==> src/rtl/pulse_sequencer.sv <==
// pulse_sequencer: table-driven output pattern sequencer.
// A table of NUM_STEPS entries {dur, pattern, trig} is played out step by step.
// Each step holds for dur+1 cycles. Passes repeat loop_count times, or forever when loop_count is 0.
// Optional macro PULSE_SEQ_EXT_START_EN enables the ext_start pin. The pin is
// synchronized and its rising edge is treated as a start request.
module pulse_sequencer #(
  parameter int                NUM_STEPS    = 16,
  parameter int                DUR_W        = 22,
  parameter int                OUT_W        = 8,
  parameter logic [OUT_W-1:0]  IDLE_PATTERN = OUT_W'(8'b1000_0001),
  localparam int               IDX_W        = $clog2(NUM_STEPS)
) (
  input  logic             clk_in,
  input  logic             rst_n,
  input  logic             cfg_we,
  input  logic [IDX_W-1:0] cfg_addr,
  input  logic [DUR_W-1:0] cfg_dur,
  input  logic [OUT_W-1:0] cfg_pattern,
  input  logic             cfg_trig,
  input  logic [IDX_W-1:0] last_step,
  input  logic [15:0]      loop_count,
  input  logic             start,
  input  logic             stop,
  input  logic             ext_start,
  output logic [OUT_W-1:0] signal_out,
  output logic             trigger,
  output logic             busy,
  output logic             done,
  output logic [IDX_W-1:0] step_index
);

  typedef enum logic {S_IDLE, S_RUN} state_t;

  // Step table
  logic [DUR_W-1:0]     r_tab_dur [NUM_STEPS];
  logic [OUT_W-1:0]     r_tab_pat [NUM_STEPS];
  logic [NUM_STEPS-1:0] r_tab_trig;

  // Sequencer state
  state_t           r_state;
  logic [IDX_W-1:0] r_idx;
  logic [DUR_W-1:0] r_timer;
  logic [15:0]      r_pass;
  logic [15:0]      r_loop;
  logic [IDX_W-1:0] r_last;
  logic [OUT_W-1:0] r_sig;
  logic             r_trig;
  logic             r_busy;
  logic             r_done;

  logic             w_start;
  logic             w_addr_ok;
  logic [IDX_W-1:0] w_last_clamp;
  logic [15:0]      w_pass_inc;
  logic             w_at_last;
  logic [IDX_W-1:0] w_nxt_idx;
  logic             w_finish;

`ifdef PULSE_SEQ_EXT_START_EN
  logic r_ext_s1, r_ext_s2, r_ext_d;

  // Two-flop synchronizer plus a delayed copy for rising-edge detection
  always_ff @(posedge clk_in or negedge rst_n) begin
    if (!rst_n) begin
      r_ext_s1 <= 1'b0;
      r_ext_s2 <= 1'b0;
      r_ext_d  <= 1'b0;
    end else begin
      r_ext_s1 <= ext_start;
      r_ext_s2 <= r_ext_s1;
      r_ext_d  <= r_ext_s2;
    end
  end

  assign w_start = start | (r_ext_s2 & ~r_ext_d);
`else
  logic w_unused_ext;
  assign w_unused_ext = ext_start;
  assign w_start      = start;
`endif

  // Writes with an out-of-range address are dropped.
  // This only matters when NUM_STEPS is not a power of two.
  assign w_addr_ok    = 32'(cfg_addr) < 32'(NUM_STEPS);
  assign w_last_clamp = (32'(last_step) >= 32'(NUM_STEPS)) ? IDX_W'(NUM_STEPS - 1) : last_step;
  // The pass counter saturates so that free-running loops never wrap it
  assign w_pass_inc   = (r_pass == 16'hFFFF) ? r_pass : r_pass + 16'd1;
  assign w_at_last    = (r_idx == r_last);
  assign w_nxt_idx    = w_at_last ? '0 : r_idx + IDX_W'(1);
  assign w_finish     = w_at_last && (r_loop != 16'd0) && (w_pass_inc == r_loop);

  // Table write port; reset restores every entry to a zero-length idle step
  always_ff @(posedge clk_in or negedge rst_n) begin
    if (!rst_n) begin
      for (int i = 0; i < NUM_STEPS; i++) begin
        r_tab_dur[i] <= '0;
        r_tab_pat[i] <= IDLE_PATTERN;
      end
      r_tab_trig <= '0;
    end else if (cfg_we && w_addr_ok) begin
      r_tab_dur[cfg_addr]  <= cfg_dur;
      r_tab_pat[cfg_addr]  <= cfg_pattern;
      r_tab_trig[cfg_addr] <= cfg_trig;
    end
  end

  // IDLE/RUN sequencer with registered outputs.
  // A step read uses the pre-edge table contents, so a same-edge write takes effect on the next visit.
  always_ff @(posedge clk_in or negedge rst_n) begin
    if (!rst_n) begin
      r_state <= S_IDLE;
      r_idx   <= '0;
      r_timer <= '0;
      r_pass  <= '0;
      r_loop  <= '0;
      r_last  <= '0;
      r_sig   <= IDLE_PATTERN;
      r_trig  <= 1'b0;
      r_busy  <= 1'b0;
      r_done  <= 1'b0;
    end else begin
      r_trig <= 1'b0;
      r_done <= 1'b0;
      case (r_state)
        S_IDLE: begin
          if (w_start && !stop) begin
            r_state <= S_RUN;
            r_busy  <= 1'b1;
            r_idx   <= '0;
            r_pass  <= '0;
            r_loop  <= loop_count;
            r_last  <= w_last_clamp;
            r_timer <= r_tab_dur[0];
            r_sig   <= r_tab_pat[0];
            r_trig  <= r_tab_trig[0];
          end
        end
        S_RUN: begin
          if (stop || (r_timer == '0 && w_finish)) begin
            // Abort or normal completion. Only completion pulses done.
            r_state <= S_IDLE;
            r_busy  <= 1'b0;
            r_idx   <= '0;
            r_timer <= '0;
            r_pass  <= '0;
            r_sig   <= IDLE_PATTERN;
            r_done  <= !stop;
          end else if (r_timer != '0) begin
            r_timer <= r_timer - DUR_W'(1);
          end else begin
            if (w_at_last) r_pass <= w_pass_inc;
            r_idx   <= w_nxt_idx;
            r_timer <= r_tab_dur[w_nxt_idx];
            r_sig   <= r_tab_pat[w_nxt_idx];
            r_trig  <= r_tab_trig[w_nxt_idx];
          end
        end
        default: r_state <= S_IDLE;
      endcase
    end
  end

  assign signal_out = r_sig;
  assign trigger    = r_trig;
  assign busy       = r_busy;
  assign done       = r_done;
  assign step_index = r_idx;

endmodule

==> config.mk <==
export PLATFORM = sky130hd
export DESIGN_NAME = pulse_sequencer
export DESIGN_NICKNAME = d
export VERILOG_FILES = /design/src/rtl/pulse_sequencer.sv
export SDC_FILE = /design/constraint.sdc
export NUM_CORES = 1
export LEC_CHECK = 0
export ABC_CLOCK_PERIOD_IN_PS = 4300
export CORE_ASPECT_RATIO = 1.2
export CORE_MARGIN = 4
export CORE_UTILIZATION = 30
export DETAILED_ROUTE_END_ITERATION = 7
export PLACE_DENSITY = 0.42
export SYNTH_ARGS = -nofsm -noshare
export SYNTH_HDL_FRONTEND = slang
export SYNTH_SLANG_ARGS = --single-unit
==> constraint.sdc <==
create_clock -name clk_in -period 4.3 [get_ports clk_in]
set_input_delay 0.645 -clock clk_in [delete_from_list [all_inputs] [get_ports clk_in]]
set_output_delay 0.645 -clock clk_in [all_outputs]
set_load 0.05 [all_outputs]
# Word-level counts from Yosys, hierarchy flattened
# Index checks and enable logic that the tools add are counted.
# word_totals
inputBits	61
word_cells	125
register_bits	570
out_inout_bits	15
# classes
n_addsub	3
eq_ne	7
n_mux	48
n_reduce_logical	15
bitwise_logic	3
magnitude_cmp	6
# ops
op	n
352-bit bitwise mux	1
22-bit two-way mux	6
128-bit bitwise mux	1
22-bit binary-select mux with 4-bit select	1
22-bit demux with 4-bit select	1
16-bit two-way mux	5
8-bit two-way mux	6
22-bit case mux with 2 select lines	1
8-bit binary-select mux with 4-bit select	1
8-bit demux with 4-bit select	1
16-bit case mux with 2 select lines	1
22-bit zero test	1
22-bit nonzero test	1
22-bit by 1-bit subtractor with 22-bit output (second input constant)	1
16-bit by 1-bit adder with 16-bit output (second input constant)	1
16-bit bitwise mux	1
16-bit == test	1
16-bit == test (second input constant)	1
4-bit two-way mux	4
8-bit case mux with 2 select lines	1
16-bit nonzero test	1
1-bit two-way mux	11
5-bit greater-or-equal comparator (second input constant)	2
4-bit by 5-bit less-than comparator with 1-bit output (second input constant)	2
19 further kinds	29

# Depth between registers and ports, before layout
# depth
word_depth	9
mapped_depth	13
ltp_nobuf	10

# Least setup slack after synthesis
# OpenSTA, ideal clock, no wires.
# synth_path
path_kind	register to register
start	reg r_idx[2], in the netlist step_index[2]
end	reg r_pass[11]
t_required_ps	4179
stages_incl_launch_ff	11
synth_period_minus_slack_ps	3303
arrival_ps	3182
slack_ps	997
n_path_buf	2
setup_ps	121
cell_sequence	dfrtp_1 buf_2 xnor2_1 nand4_1 nor3_4 o2111ai_1 or4_1 or4_4 buf_6 a31o_1 a22o_1
# synth_via
elab_chain_len	7
word_cells_on_any_way	10
cone_classes	eq/ne: 3; mux: 2; reduce/logical: 5
# synth_rtl
item	line_no	rtl
from (decl)	41	logic [IDX_W-1:0] r_idx;
from (signal assigned)	152	r_idx <= w_nxt_idx;
4-bit == test *	88	assign w_at_last = (r_idx == r_last);
1-bit logical AND (2 in a row)	90	assign w_finish = w_at_last && (r_loop != 16'd0) && (w_pass_inc == r_loop);
1-bit logical AND	139	if (stop || (r_timer == '0 && w_finish)) begin
1-bit logical OR	139	
3-bit by 1-bit inequality test with 1-bit output (no line), or another cell as far along	--	
3-bit AND reduction (no line) or 16-bit case mux with 2 select lines (tied branches)	--	
to (signal assigned)	151	if (w_at_last) r_pass <= w_pass_inc;
to (decl)	43	logic [15:0] r_pass;
# Mark *: on every way between the ends. The rest lies on a longest branch, timed or not.
# A chain may end at the register's enable or synchronous reset.

# Final worst setup path
# layout_path
start	reg r_pass[1]
end	reg r_timer[5]
# layout_via
elab_chain_len	8
word_cells_on_any_way	9
cone_classes	add/sub: 1; eq/ne: 2; mux: 3; reduce/logical: 3
# layout_rtl
item	line_no	rtl
16-bit by 1-bit adder with 16-bit output or 16-bit == test (tied branches)	87	assign w_pass_inc = (r_pass == 16'hFFFF) ? r_pass : r_pass + 16'd1;
16-bit two-way mux *	87	
16-bit == test *	90	
1-bit logical AND *	90	
1-bit logical AND *	139	
1-bit logical OR *	139	
22-bit two-way mux *	139	
22-bit case mux with 2 select lines *	124	case (r_state)
to (signal assigned)	133	r_timer <= r_tab_dur[0];
to (signal assigned)	149	r_timer <= r_timer - DUR_W'(1);
to (signal assigned)	153	r_timer <= r_tab_dur[w_nxt_idx];
to (decl)	42	logic [DUR_W-1:0] r_timer;
# Marks and branches as above.

==> results.json <==
{
  "status": "completed",
  "async_flop_share": 1.00,
  "dieArea_mm2": 0.100,
  "worstSetupPathType": "flip-flop to flip-flop",
  "ys_ff_latch": 570,
  "grt_pass1_wl_um": 151000,
  "syn_nets": 2604,
  "worstMarginPinSlew_ps": 1310,
  "rsz0062_at_grt": "false",
  "antenna_found_initial": 0,
  "clock.fmax_mhz": 247,
  "drt_iter0_markers": 1765,
  "path_buf_inv": 0,
  "dp_hpwl_um": 59200,
  "crit_path_start_kind": "flip-flop",
  "synth_warnings": 0,
  "cts_max_path_buffers": 3,
  "clock_sinks": 570,
  "critPathMaxStageDelay_ps": 590,
  "cp.arrival_ps": 4550,
  "slew_violations": 0,
  "maxSlewHeadroom": 0.126,
  "postCtsSetupRepairBufs": 0,
  "vdd_drop_max_uv": 224,
  "synth.most_common_cell": "dfrtp_1",
  "setup_tns_ps": 0,
  "layout-drive-gt1-share": 0.315,
  "critPathTopFamily": "simple AND/OR/NAND/NOR gates",
  "cts_made_buffers": 67,
  "r2r_slack_ps": 250,
  "hold_class": "input pin to async pin",
  "fp.dieW_um": 290,
  "die_h_um": 346,
  "slowest_stage": "or4_4",
  "path_cells": "ha_1 -> nand4_1 -> a211oi_2 -> and3_1 -> xnor2_1 -> or4_1 -> or4_4 -> and2_1 -> a31o_2",
  "synth_top_flop_cell": "dfrtp_1",
  "core_mm2": 0.0942,
  "grt_max_degree": 103,
  "synth_top_area_cell": "dfrtp_1",
  "cts-root-buf": "clkbuf_16",
  "finalWirelength_um": 100000,
  "track_usage": 0.195,
  "first_pass_iters": 7,
  "maxCapViolCount": 0,
  "area_growth_pct": 16.8,
  "required_ps": 4800,
  "hold_slack_ps": 52.8,
  "post-route-util": 0.355,
  "rr_startpoint": "r_pass[1]",
  "synth_common_cells": "536 x dfrtp_1, 516 x mux2_2, 261 x nand2_1, 162 x clkbuf_1, 83 x a21oi_1",
  "initial_core_util": 0.304,
  "worstSkewPairLatency_ps": 620,
  "hold_viol": 0,
  "path_clk_slew_ps": 60,
  "num_vias": 21700,
  "syn-cell-area_mm2": 0.0286,
  "ios": 76,
  "grt_overflow_total": 0,
  "fp-row-count": 123,
  "cts.htree.levels": 3,
  "place.gp.congestion": 0.836,
  "nNetsFinal": 2607,
  "skew_ps": 26.8,
  "synth_area_leaders": "dfrtp_1 47%, mux2_2 20%, nand2_1 3.4%",
  "fin_crit_sh": 0.942,
  "ctsResizeCount": 0,
  "synth_top_area_share": 0.469,
  "synthDistinctLibCells": 79,
  "finalSetupViolations": 0,
  "worst_setup_path_end_kind": "flip-flop",
  "reg2reg_depth": 9,
  "timing.rr.end": "r_timer[5]",
  "numPortBuffers": 74,
  "fin_area_mm2": 0.0334,
  "ctsHoldBuffers": 0,
  "yosysSeqAreaShare": 0.500,
  "drc": 0,
  "place_area_mm2": 0.0311,
  "synth_edf_count": 0,
  "ant_nets": 0,
  "p_leak_nw": 13.6,
  "avgSynthCellArea_um2": 11.3,
  "crit_path_max_fanout": 21,
  "power_per_cell_area_mw_per_mm2": 531,
  "synthCells": 2540,
  "avgRoutedWirePerCell_um": 26.0,
  "vias_per_cell": 5.64,
  "grt_pass1_vias": 22300,
  "cts_tree": "done",
  "finalCriticalPeriod_ps": 4050
}
==> registers in the layout, summed over array words and instances, names as in the netlist <==
signal	flops
busy	1
done	1
r_last	4
r_loop	16
r_pass	16
r_state	1
r_tab_dur	352
r_tab_pat	128
r_tab_trig	16
r_timer	22
signal_out	8
step_index	4
trigger	1
==> worst reg2reg max path: stages (launching register included) <==
cell and delay (ps):
dfrtp_1 470, ha_1 380, nand4_1 360, a211oi_2 460, and3_1 220, xnor2_1 100, or4_1 550, or4_4 590
and2_1 480, a31o_2 330
==> per-layer routing <==
layer  track usage  vias to the layer above  wire (µm)
li1              -                     9506          -
met1         0.262                    11500      44500
met2         0.331                      580      48700
met3        0.0275                      139       4650
met4        0.0540                        0       2310
met5             0                        -          0
==> how the worst max path moves through the flow <==
stage / from / to / slack [ps] / depth (start not counted)
after floorplan: step_index[2] / r_pass[11] / 1000 / 10
after global placement: r_pass[1] / r_timer[19] / 340 / 9
after detailed placement: r_pass[1] / r_timer[19] / 240 / 9
after CTS: r_pass[1] / r_timer[5] / 230 / 9
after global routing: r_pass[1] / step_index[3] / 100 / 9
final: r_pass[1] / r_timer[5] / 250 / 9
==> power breakdown <==
group | internal, W | switching, W
clock | 0.00358 | 0.00245
combinational | 0.00194 | 0.00229
sequential | 0.00664 | 0.000830
==> layout make-up <==
class,count,area (µm²)
Fill cell,9270,60800
Multi-Input combinational cell,1726,13500
Inverter,14,53.8
Tap cell,1250,1560
Clock buffer,94,1970
Timing Repair Buffer,164,1650
Antenna cell,1,2.50
Clock inverter,29,343
Sequential cell,570,14300
==> metrics by stage <==
stage               std cells  total power, W  setup WS, ps
floorplan                2540          0.0102           997
global placement         3724          0.0116           343
detailed placement       3724          0.0118           242
CTS                      3847          0.0179           233
global route             3847          0.0187          95.3
finish                   3848          0.0177           251
==> cell usage in the layout (no fill, tap or decap), types with 57 or more instances in the layout <==
cell type	n
mux2_2	516
clkbuf_16	69
buf_4	72
nand2_1	260
clkdlybuf4s50_1	73
dfrtp_1	534
nor2_1	67
nand3_1	72
o21ai_0	57
a221oi_1	75
a21oi_1	83
a31oi_1	58
==> logic make-up after synthesis <==
| logic type | count (synthesis) | synth area share |
|---|---|---|
| simple gates | 625 | 0.104 |
| mux | 574 | 0.226 |
| flops | 570 | 0.500 |
| compound gates | 494 | 0.125 |
| buf+inv | 244 | 0.0338 |
| xor+xnor | 30 | 0.00971 |
| fa+ha+maj | 3 | 0.00131 |
(Power assumes the default switching activity.)
